### src/rtl/circle_orbit_ctrl.sv
`default_nettype none
// ============================================================================
// Module   : circle_orbit_ctrl
// Brief    : Animates a circle symbol around six seven-segment digits along a
//            12-step closed orbit with run/pause/stop, rate and direction.
//            Optional trail display enabled by defining CIRCLE_ORBIT_TRAIL_EN.
// Revision : 1.0 - initial release
// ============================================================================
module circle_orbit_ctrl #(
    parameter int unsigned STEP_DIV = 6_250_000
) (
    input  logic       clk_i,
    input  logic       rst_ni,
    input  logic       start_i,
    input  logic       pause_i,
    input  logic       stop_i,
    input  logic       dir_i,
    input  logic [1:0] speed_sel_i,
    output logic [7:0] Hex0_o,
    output logic [7:0] Hex1_o,
    output logic [7:0] Hex2_o,
    output logic [7:0] Hex3_o,
    output logic [7:0] Hex4_o,
    output logic [7:0] Hex5_o,
    output logic [2:0] pos_o,
    output logic       up_o,
    output logic       running_o,
    output logic       lap_o
);

    localparam int unsigned   CW         = $clog2(STEP_DIV + 1);
    localparam logic [CW-1:0] c_step_div = CW'(STEP_DIV);
    localparam logic [CW-1:0] c_cnt_one  = CW'(1);
    localparam logic [7:0]    c_sym_up   = 8'b0110_0011;
    localparam logic [7:0]    c_sym_dn   = 8'b0101_1100;
    localparam logic [3:0]    c_idx_last = 4'd11;

    typedef enum logic [1:0] {
        ST_IDLE  = 2'd0,
        ST_RUN   = 2'd1,
        ST_PAUSE = 2'd2
    } state_t;

    state_t        r_state;
    logic [3:0]    r_idx;
    logic [CW-1:0] r_cnt;
    logic          r_lap;
`ifdef CIRCLE_ORBIT_TRAIL_EN
    logic [3:0]    r_prev_idx;
    logic          r_prev_vld;
`endif

    logic [CW-1:0] w_period;
    logic [CW-1:0] w_period_m1;
    logic          w_step;
    logic [3:0]    w_idx_nxt;
    logic          w_wrap;
    logic          w_active;
    logic [3:0]    w_cur;
    logic [7:0]    w_cur_sym;
    logic [7:0]    w_hex [6];

    // Orbit cell decode: returns {up, pos}
    function automatic logic [3:0] f_cell(input logic [3:0] idx);
        logic [3:0] v;
        case (idx)
            4'd0:    v = {1'b1, 3'd0};
            4'd1:    v = {1'b1, 3'd1};
            4'd2:    v = {1'b1, 3'd2};
            4'd3:    v = {1'b1, 3'd3};
            4'd4:    v = {1'b1, 3'd4};
            4'd5:    v = {1'b1, 3'd5};
            4'd6:    v = {1'b0, 3'd5};
            4'd7:    v = {1'b0, 3'd4};
            4'd8:    v = {1'b0, 3'd3};
            4'd9:    v = {1'b0, 3'd2};
            4'd10:   v = {1'b0, 3'd1};
            4'd11:   v = {1'b0, 3'd0};
            default: v = {1'b1, 3'd0};
        endcase
        return v;
    endfunction

    // The >= compare lets a speed-up take effect on the very next edge
    assign w_period    = c_step_div >> speed_sel_i;
    assign w_period_m1 = w_period - c_cnt_one;
    assign w_step      = (r_cnt >= w_period_m1);

    always_comb begin
        w_idx_nxt = r_idx;
        w_wrap    = 1'b0;
        if (dir_i) begin
            if (r_idx >= c_idx_last) begin
                w_idx_nxt = 4'd0;
                w_wrap    = 1'b1;
            end else begin
                w_idx_nxt = r_idx + 4'd1;
            end
        end else begin
            if (r_idx == 4'd0) begin
                w_idx_nxt = c_idx_last;
                w_wrap    = 1'b1;
            end else begin
                w_idx_nxt = r_idx - 4'd1;
            end
        end
    end

    always_ff @(posedge clk_i or negedge rst_ni) begin
        if (!rst_ni) begin
            r_state    <= ST_IDLE;
            r_idx      <= 4'd0;
            r_cnt      <= '0;
            r_lap      <= 1'b0;
`ifdef CIRCLE_ORBIT_TRAIL_EN
            r_prev_idx <= 4'd0;
            r_prev_vld <= 1'b0;
`endif
        end else begin
            r_lap <= 1'b0;
            if (stop_i) begin
                r_state    <= ST_IDLE;
                r_idx      <= 4'd0;
                r_cnt      <= '0;
`ifdef CIRCLE_ORBIT_TRAIL_EN
                r_prev_idx <= 4'd0;
                r_prev_vld <= 1'b0;
`endif
            end else begin
                case (r_state)
                    ST_IDLE: begin
                        // A simultaneous pause outranks start and has no meaning here
                        if (start_i && !pause_i) begin
                            r_state <= ST_RUN;
                            r_idx   <= 4'd0;
                            r_cnt   <= '0;
                        end
                    end
                    ST_RUN: begin
                        if (pause_i) begin
                            r_state <= ST_PAUSE;
                        end else if (w_step) begin
                            r_cnt      <= '0;
                            r_idx      <= w_idx_nxt;
                            r_lap      <= w_wrap;
`ifdef CIRCLE_ORBIT_TRAIL_EN
                            r_prev_idx <= r_idx;
                            r_prev_vld <= 1'b1;
`endif
                        end else begin
                            r_cnt <= r_cnt + c_cnt_one;
                        end
                    end
                    ST_PAUSE: begin
                        if (pause_i) begin
                            r_state <= ST_RUN;
                        end
                    end
                    default: begin
                        r_state <= ST_IDLE;
                    end
                endcase
            end
        end
    end

    assign w_active  = (r_state != ST_IDLE);
    assign w_cur     = f_cell(r_idx);
    assign w_cur_sym = w_cur[3] ? c_sym_up : c_sym_dn;

`ifdef CIRCLE_ORBIT_TRAIL_EN
    logic [3:0] w_prev;
    logic [7:0] w_prev_sym;
    assign w_prev     = f_cell(r_prev_idx);
    assign w_prev_sym = w_prev[3] ? c_sym_up : c_sym_dn;
`endif

    // Current and trail patterns OR together when both land on one digit
    generate
        for (genvar g = 0; g < 6; g++) begin : g_hex
            localparam logic [2:0] c_digit = 3'(g);
            logic [7:0] w_cur_part;
            logic [7:0] w_trail_part;
            assign w_cur_part = (w_active && (w_cur[2:0] == c_digit)) ? w_cur_sym : 8'h00;
`ifdef CIRCLE_ORBIT_TRAIL_EN
            assign w_trail_part = (w_active && r_prev_vld && (w_prev[2:0] == c_digit))
                                  ? w_prev_sym : 8'h00;
`else
            assign w_trail_part = 8'h00;
`endif
            assign w_hex[g] = w_cur_part | w_trail_part;
        end
    endgenerate

    assign Hex0_o    = w_hex[0];
    assign Hex1_o    = w_hex[1];
    assign Hex2_o    = w_hex[2];
    assign Hex3_o    = w_hex[3];
    assign Hex4_o    = w_hex[4];
    assign Hex5_o    = w_hex[5];
    assign pos_o     = w_cur[2:0];
    assign up_o      = w_cur[3];
    assign running_o = (r_state == ST_RUN);
    assign lap_o     = r_lap;

endmodule
`default_nettype wire

### config.mk
export PLATFORM = sky130hd
export DESIGN_NAME = circle_orbit_ctrl
export DESIGN_NICKNAME = d
export VERILOG_FILES = /design/src/rtl/circle_orbit_ctrl.sv
export SDC_FILE = /design/constraint.sdc
export NUM_CORES = 1
export LEC_CHECK = 0
export ABC_CLOCK_PERIOD_IN_PS = 2100
export CAP_MARGIN = 15
export CELL_PAD_IN_SITES_DETAIL_PLACEMENT = 0
export CELL_PAD_IN_SITES_GLOBAL_PLACEMENT = 1
export CORE_UTILIZATION = 33
export CTS_CLUSTER_SIZE = 28
export DETAILED_ROUTE_END_ITERATION = 16
export GPL_ROUTABILITY_DRIVEN = 1
export PLACE_DENSITY = 0.78
export SETUP_SLACK_MARGIN = 0.05
export SYNTH_ARGS = -nofsm -noshare
export SYNTH_HDL_FRONTEND = slang
export SYNTH_SLANG_ARGS = --single-unit
export TNS_END_PERCENT = 1
### constraint.sdc
create_clock -name clk_i -period 2.1 [get_ports clk_i]
set_input_delay 0.315 -clock clk_i [delete_from_list [all_inputs] [get_ports clk_i]]
set_output_delay 0.315 -clock clk_i [all_outputs]
set_load 0.01 [all_outputs]
# Yosys cells after proc, flatten, opt, wreduce, memory -nomap -nowiden
# Memories as Yosys holds them, arrays and structs flattened.
# Cells that the tools add are included.
# Widths: inputs -> output; s select.
totals:
  reg_bits: 30
  latchBits: 0
  n_memories: 1
  ramBits: 0
  rom_bits: 64
  out_inout_bits: 54
  word_cells: 72
mem_list:
  columns: ["name", "words", "word_bits", "read_ports", "rd_clocked_by_memory_dff", "wr", "line_no", "source"]
  rows:
  - ["(name not given)", 16, 4, 1, 0, 0, "66", "case (idx)"]
op_classes:
  reduce_logical: 16
  mux: 32
  magnitude_cmp: 2
  eq_ne: 12
  shifts: 1
  n_addsub: 4
  multipliers: 0
  n_div: 0
  bitwise: 0
op_table:
  columns: ["operator", "count"]
  rows:
  - ["$mux 23", 4]
  - ["$pmux 23 s2", 1]
  - ["$mux 7", 6]
  - ["$mux 4", 7]
  - ["$add 23x1->23 const B", 1]
  - ["$ge 23x23->1", 1]
  - ["$shr 23x2->23 const A", 1]
  - ["$sub 23x1->23 const B", 1]
  - ["$ne 3x3->1 const B", 4]
  - ["$mux 2", 4]
  - ["$pmux 4 s2", 1]
  - ["$logic_and 1x1->1", 7]
  - ["$mux 1", 7]
  - ["$eq 3x2->1 const B", 2]
  - ["$eq 3x3->1 const B", 2]
  - ["$mux 6", 1]
  - ["$pmux 2 s3", 1]
  - ["$reduce_and 3->1", 2]
  - ["$add 4x1->4 const B", 1]
  - ["$ge 4x4->1 const B", 1]
  - ["$logic_not 4->1", 1]
  - ["$reduce_and 4->1", 1]
  - ["$sub 4x1->4 const B", 1]
  - ["$eq 3x1->1 const B", 1]
  - ["8 further kinds", 8]

# Depth between registers and ports, before layout
logic_depth:
  ltp_word: 7
  ltp_mapped: 12

# Least setup slack after synthesis
# OpenSTA, ideal clock, no wires.
synth_path:
  path_kind: "input to register"
  from: "input speed_sel_i[1]"
  to: "register r_idx[3]"
  arrival_ps: 2192
  cell_stages: 11
  n_path_buf: 1
  path_slack_ps: -175
  setup_time_ps: 83
  required_time_ps: 2017
  cell_sequence: "nor2b_4 -> inv_1 -> ha_1 -> ha_1 -> o21ai_0 -> o21ai_1 -> a211oi_2 -> o2111ai_2 -> o21ba_4 -> buf_6 -> o22ai_4"
synth_between:
  elab_chain_cells: 5
synth_rtl:
  columns: ["item", "line_no", "source"]
  rows:
  - ["start, declared", "18", "input logic [1:0] speed_sel_i,"]
  - ["$shr 23x2->23", "85", "assign w_period = c_step_div >> speed_sel_i;"]
  - ["$sub 23x1->23", "86", "assign w_period_m1 = w_period - c_cnt_one;"]
  - ["$ge 23x23->1", "87", "assign w_step = (r_cnt >= w_period_m1);"]
  - ["$ne 3x2->1 (no source line)", null, null]
  - ["$reduce_and 4->1 (no source line)", null, null]
  - ["end signal, assigned", "144", "r_idx <= w_idx_nxt;"]
  - ["end, declared", "45", "logic [3:0] r_idx;"]
# Every way passes these cells.
# A chain may end at the register's enable or synchronous reset.

# Final worst setup path
layout_path:
  from: "register r_idx[0]"
  to: "output Hex1_o[2]"
layout_between:
  elab_chain_cells: 4
  word_cells_on_any_way: 5
  cone_classes: "1 x eq/ne; 2 x mux; 1 x reduce/logical; 1 x memory"
layout_rtl:
  columns: ["item", "line_no", "source"]
  rows:
  - ["$mem_v2 16x4 (*)", null, null]
  - ["$eq 3x1->1", "184", "assign w_cur_part = (w_active && (w_cur[2:0] == c_digit)) ? w_cur_sym : 8'h00;"]
  - ["$logic_and 1x1->1", "184", null]
  - ["$mux 7 (*)", "184", null]
  - ["end, declared", "20", "output logic [7:0] Hex1_o,"]
# Every way passes the cells marked *; elsewhere a longest branch is shown, timed or not.

==> qor.csv <==
stage,metric,value,unit
timing,finalCriticalPeriod,2.13,ns
place,dpl.hpwl,4.93,mm
global_route,grt_max_degree,31,
clock_network,clock-root-buffer,clkbuf_8,
clock_network,numCtsBuffers,5,
global_route,grt_usage,0.159,
critical_path,worstPathRequired,1.78,ns
clock_network,clock_sinks,30,
logic_synthesis,ys_seq_area_frac,0.287,
floorplan,rows,32,
timing,layout_setup_ws,-0.0315,ns
drt,route.vias.total,2364,
logic_synthesis,synthFlopType,dfrtp_1,
floorplan,fp.dieW,91.0,µm
critical_path,critPathCaptureType,output pin,
logic_synthesis,synth_seq_cells,30,
timing,timing.fmax,469,MHz
place,portBuffers,55,
power,leakagePower,0.00182,µW
clock_network,cts_buffer_depth,2,
cells_and_area,area_delta_synth_final,40.8,%
global_route,grt_pass1_wl,10.7,mm
cells_and_area,diodes,0,
outcome,status,finished with violations,
global_route,grt_pass1_vias,2313,
clock_network,cts_tree,yes,
floorplan,core_area,7690,µm²
critical_path,startpoint_type,flop,
clock_network,cts_setup_buffers,0,
drt,dr.pass1.iters,4,
logic_synthesis,syn_area,2610,µm²
timing,finClkSkew,0.00457,ns
logic_synthesis,synth-async-reset-ratio,1.00,
flow_run,drv_cap,0,
critical_path,arrival,1.82,ns
floorplan,dieArea,8270,µm²
place,place_congestion,0.834,
critical_path,critPathKind,reg2out,
floorplan,die_h,91.0,µm
timing,holdWs,0.421,ns
global_route,gr-total-overflow,0,
logic_synthesis,syn_inst,324,
global_route,antenna_found_initial,0,
drt,drtIter0Drc,69,
timing,maxSlewViolCount,0,
drt,antenna_left,0,
timing,slew_headroom,0.665,
critical_path,reg2reg_from,r_cnt[1]$_DFFE_PN0P_,
logic_synthesis,syn_avg_cell_area,8.06,µm²
clock_network,clk_latency,0.28,ns
critical_path,crit_start,r_idx[0]$_DFFE_PN0P_,
logic_synthesis,ys_types,51,
outcome,violations,negative setup slack,
cells_and_area,fill_cells,776,
cells_and_area,drive_above_1_share,0.412,
power,power_density,373,nW/µm²
floorplan,start_util,0.340,
drt,avgRoutedWirePerCell,12.8,µm
timing,setup_viol,17,
drt,viasPerCell,4.66,
timing,tightest_slew,0.500,ns
cells_and_area,nets,434,
worst_hold_path,min_path_type,in2async,
timing,min_period_over_period,1.01,
clock_network,clkSlewWorstSetupHoldPaths,0.06,ns
floorplan,io_pins,62,
logic_synthesis,ys_warn_count,0,
clock_network,cts_max_level,2,
timing,timing.setup.tns,-0.365,ns
power,irDropWorstVdd,0.000216,V
timing,finalHoldViolations,0,
drt,drcViolationCount,0,
drt,wirelength,6.49,mm
critical_path,crit_fanout,4,
place,dp_slack,-0.809,ns
timing,rsz0062_at_grt,true,
logic_synthesis,synth-edff-count,0,
-- kinds of logic after synthesis --
group,synth area share
other,0.00144
DFF,0.287
adders and majority gates,0.105
buffers and inverters,0.147
AOI/OAI and AO/OA,0.126
muxes,0.00383
and+or+nand+nor,0.255
xor gates and xnor gates,0.0738
-- what timing repair did --
item                                    CTS  global route
hold buffers                              0             0
gates cloned                              0             1
endpoints found under the setup margin   73            72
pin swaps                                 8            26
resized for setup                       149           102
endpoints found under the hold margin     0             0
-- metal layers --
layer	wire [µm]	track usage	up-vias
met2	3250	0.268	31
met1	3030	0.211	1116
met3	123	0.0226	9
met4	79	0.0489	0
li1	-	-	1208
met5	0	0	-
-- path summary, 6_finish.rpt --
path                                          to  slack (ns)  cells past startpoint
min in group clk_i         r_cnt[22]$_DFFE_PN0P_        0.56                      2
max                                    Hex1_o[2]       -0.03                      8
min                        r_cnt[20]$_DFFE_PN0P_        0.42                      2
max reg2reg                 r_idx[1]$_DFFE_PN0P_        0.06                      8
max in group asynchronous   r_idx[3]$_DFFE_PN0P_        1.36                      2
min reg2reg                r_cnt[22]$_DFFE_PN0P_        0.56                      2
-- critical path, stage by stage, from the launching register on --
cell     delay [ns]
dfrtp_1        0.36
inv_2          0.06
ha_4           0.26
mux2i_1        0.06
o22a_2         0.30
inv_4          0.13
nand2_4        0.08
nor2_4         0.13
buf_2          0.14
-- Yosys cell counts, drive strengths merged (2+ instances only) --
library cell,instances,share of area
nor2,56,0.080
buf,33,0.099
nand2,33,0.047
dfrtp,30,0.29
inv,27,0.039
ha,22,0.11
xnor2,17,0.057
nand3,16,0.033
o21ai,10,0.019
a21oi,9,0.017
and3,9,0.022
nor3,9,0.021
clkbuf,6,0.0091
nand4,6,0.017
o22ai,5,0.017
xor2,5,0.017
nor2b,4,0.012
a21o,3,0.0091
a211oi,2,0.0077
o21a,2,0.0057
o31ai,2,0.0077
-- power breakdown --
part           internal [µW]  switching, µW  leakage, µW  total (µW)
clock                    355            220    0.0000524         574
sequential               581           3.22     0.000417         584
combinational           97.8            114      0.00135         212
total                   1030            337      0.00182        1370
-- sequential cells by signal (all words and copies together), names as in the netlist --
signal and cells:
lap_o 1, r_cnt 23, r_idx 4, r_state 2
-- cell type report --
| cell class | instances | area, µm² | share of cell area |
|---|---|---|---|
| Clock buffer | 7 | 76.3 | 0.0208 |
| Sequential cell | 30 | 752 | 0.205 |
| Timing Repair Buffer | 105 | 754 | 0.205 |
| Multi-Input combinational cell | 235 | 1830 | 0.498 |
| Inverter | 27 | 106 | 0.0289 |
| Clock inverter | 1 | 30.0 | 0.00817 |
| Tap cell | 102 | 128 | 0.0347 |
-- cell usage in the layout, fill, tap and decap left out, drive strengths merged, types with 2 or more instances in the layout --
cell	instances
buf	85
nor2	56
nand2	33
dfrtp	30
inv	27
ha	22
xnor2	17
nand3	16
clkbuf	16
o21ai	10
clkdlybuf4s50	9
a21oi	9
and3	9
nor3	9
conb	8
nand4	6
xor2	5
o22ai	5
nor2b	4
a21o	3
a211oi	2
o21a	2
o31ai	2
-- through the flow --
step | std cells | area (µm²) | total power (µW) | utilization
finish | 507 | 3680 | 1370 | 0.478
global route | 507 | 3680 | 1430 | 0.478
CTS | 506 | 3580 | 1360 | 0.466
detailed placement | 498 | 3410 | 779 | 0.444
global placement | 498 | 3410 | 776 | 0.444
floorplan | 331 | 2640 | 702 | -
Note: power is estimated with default switching activity, not from simulation.
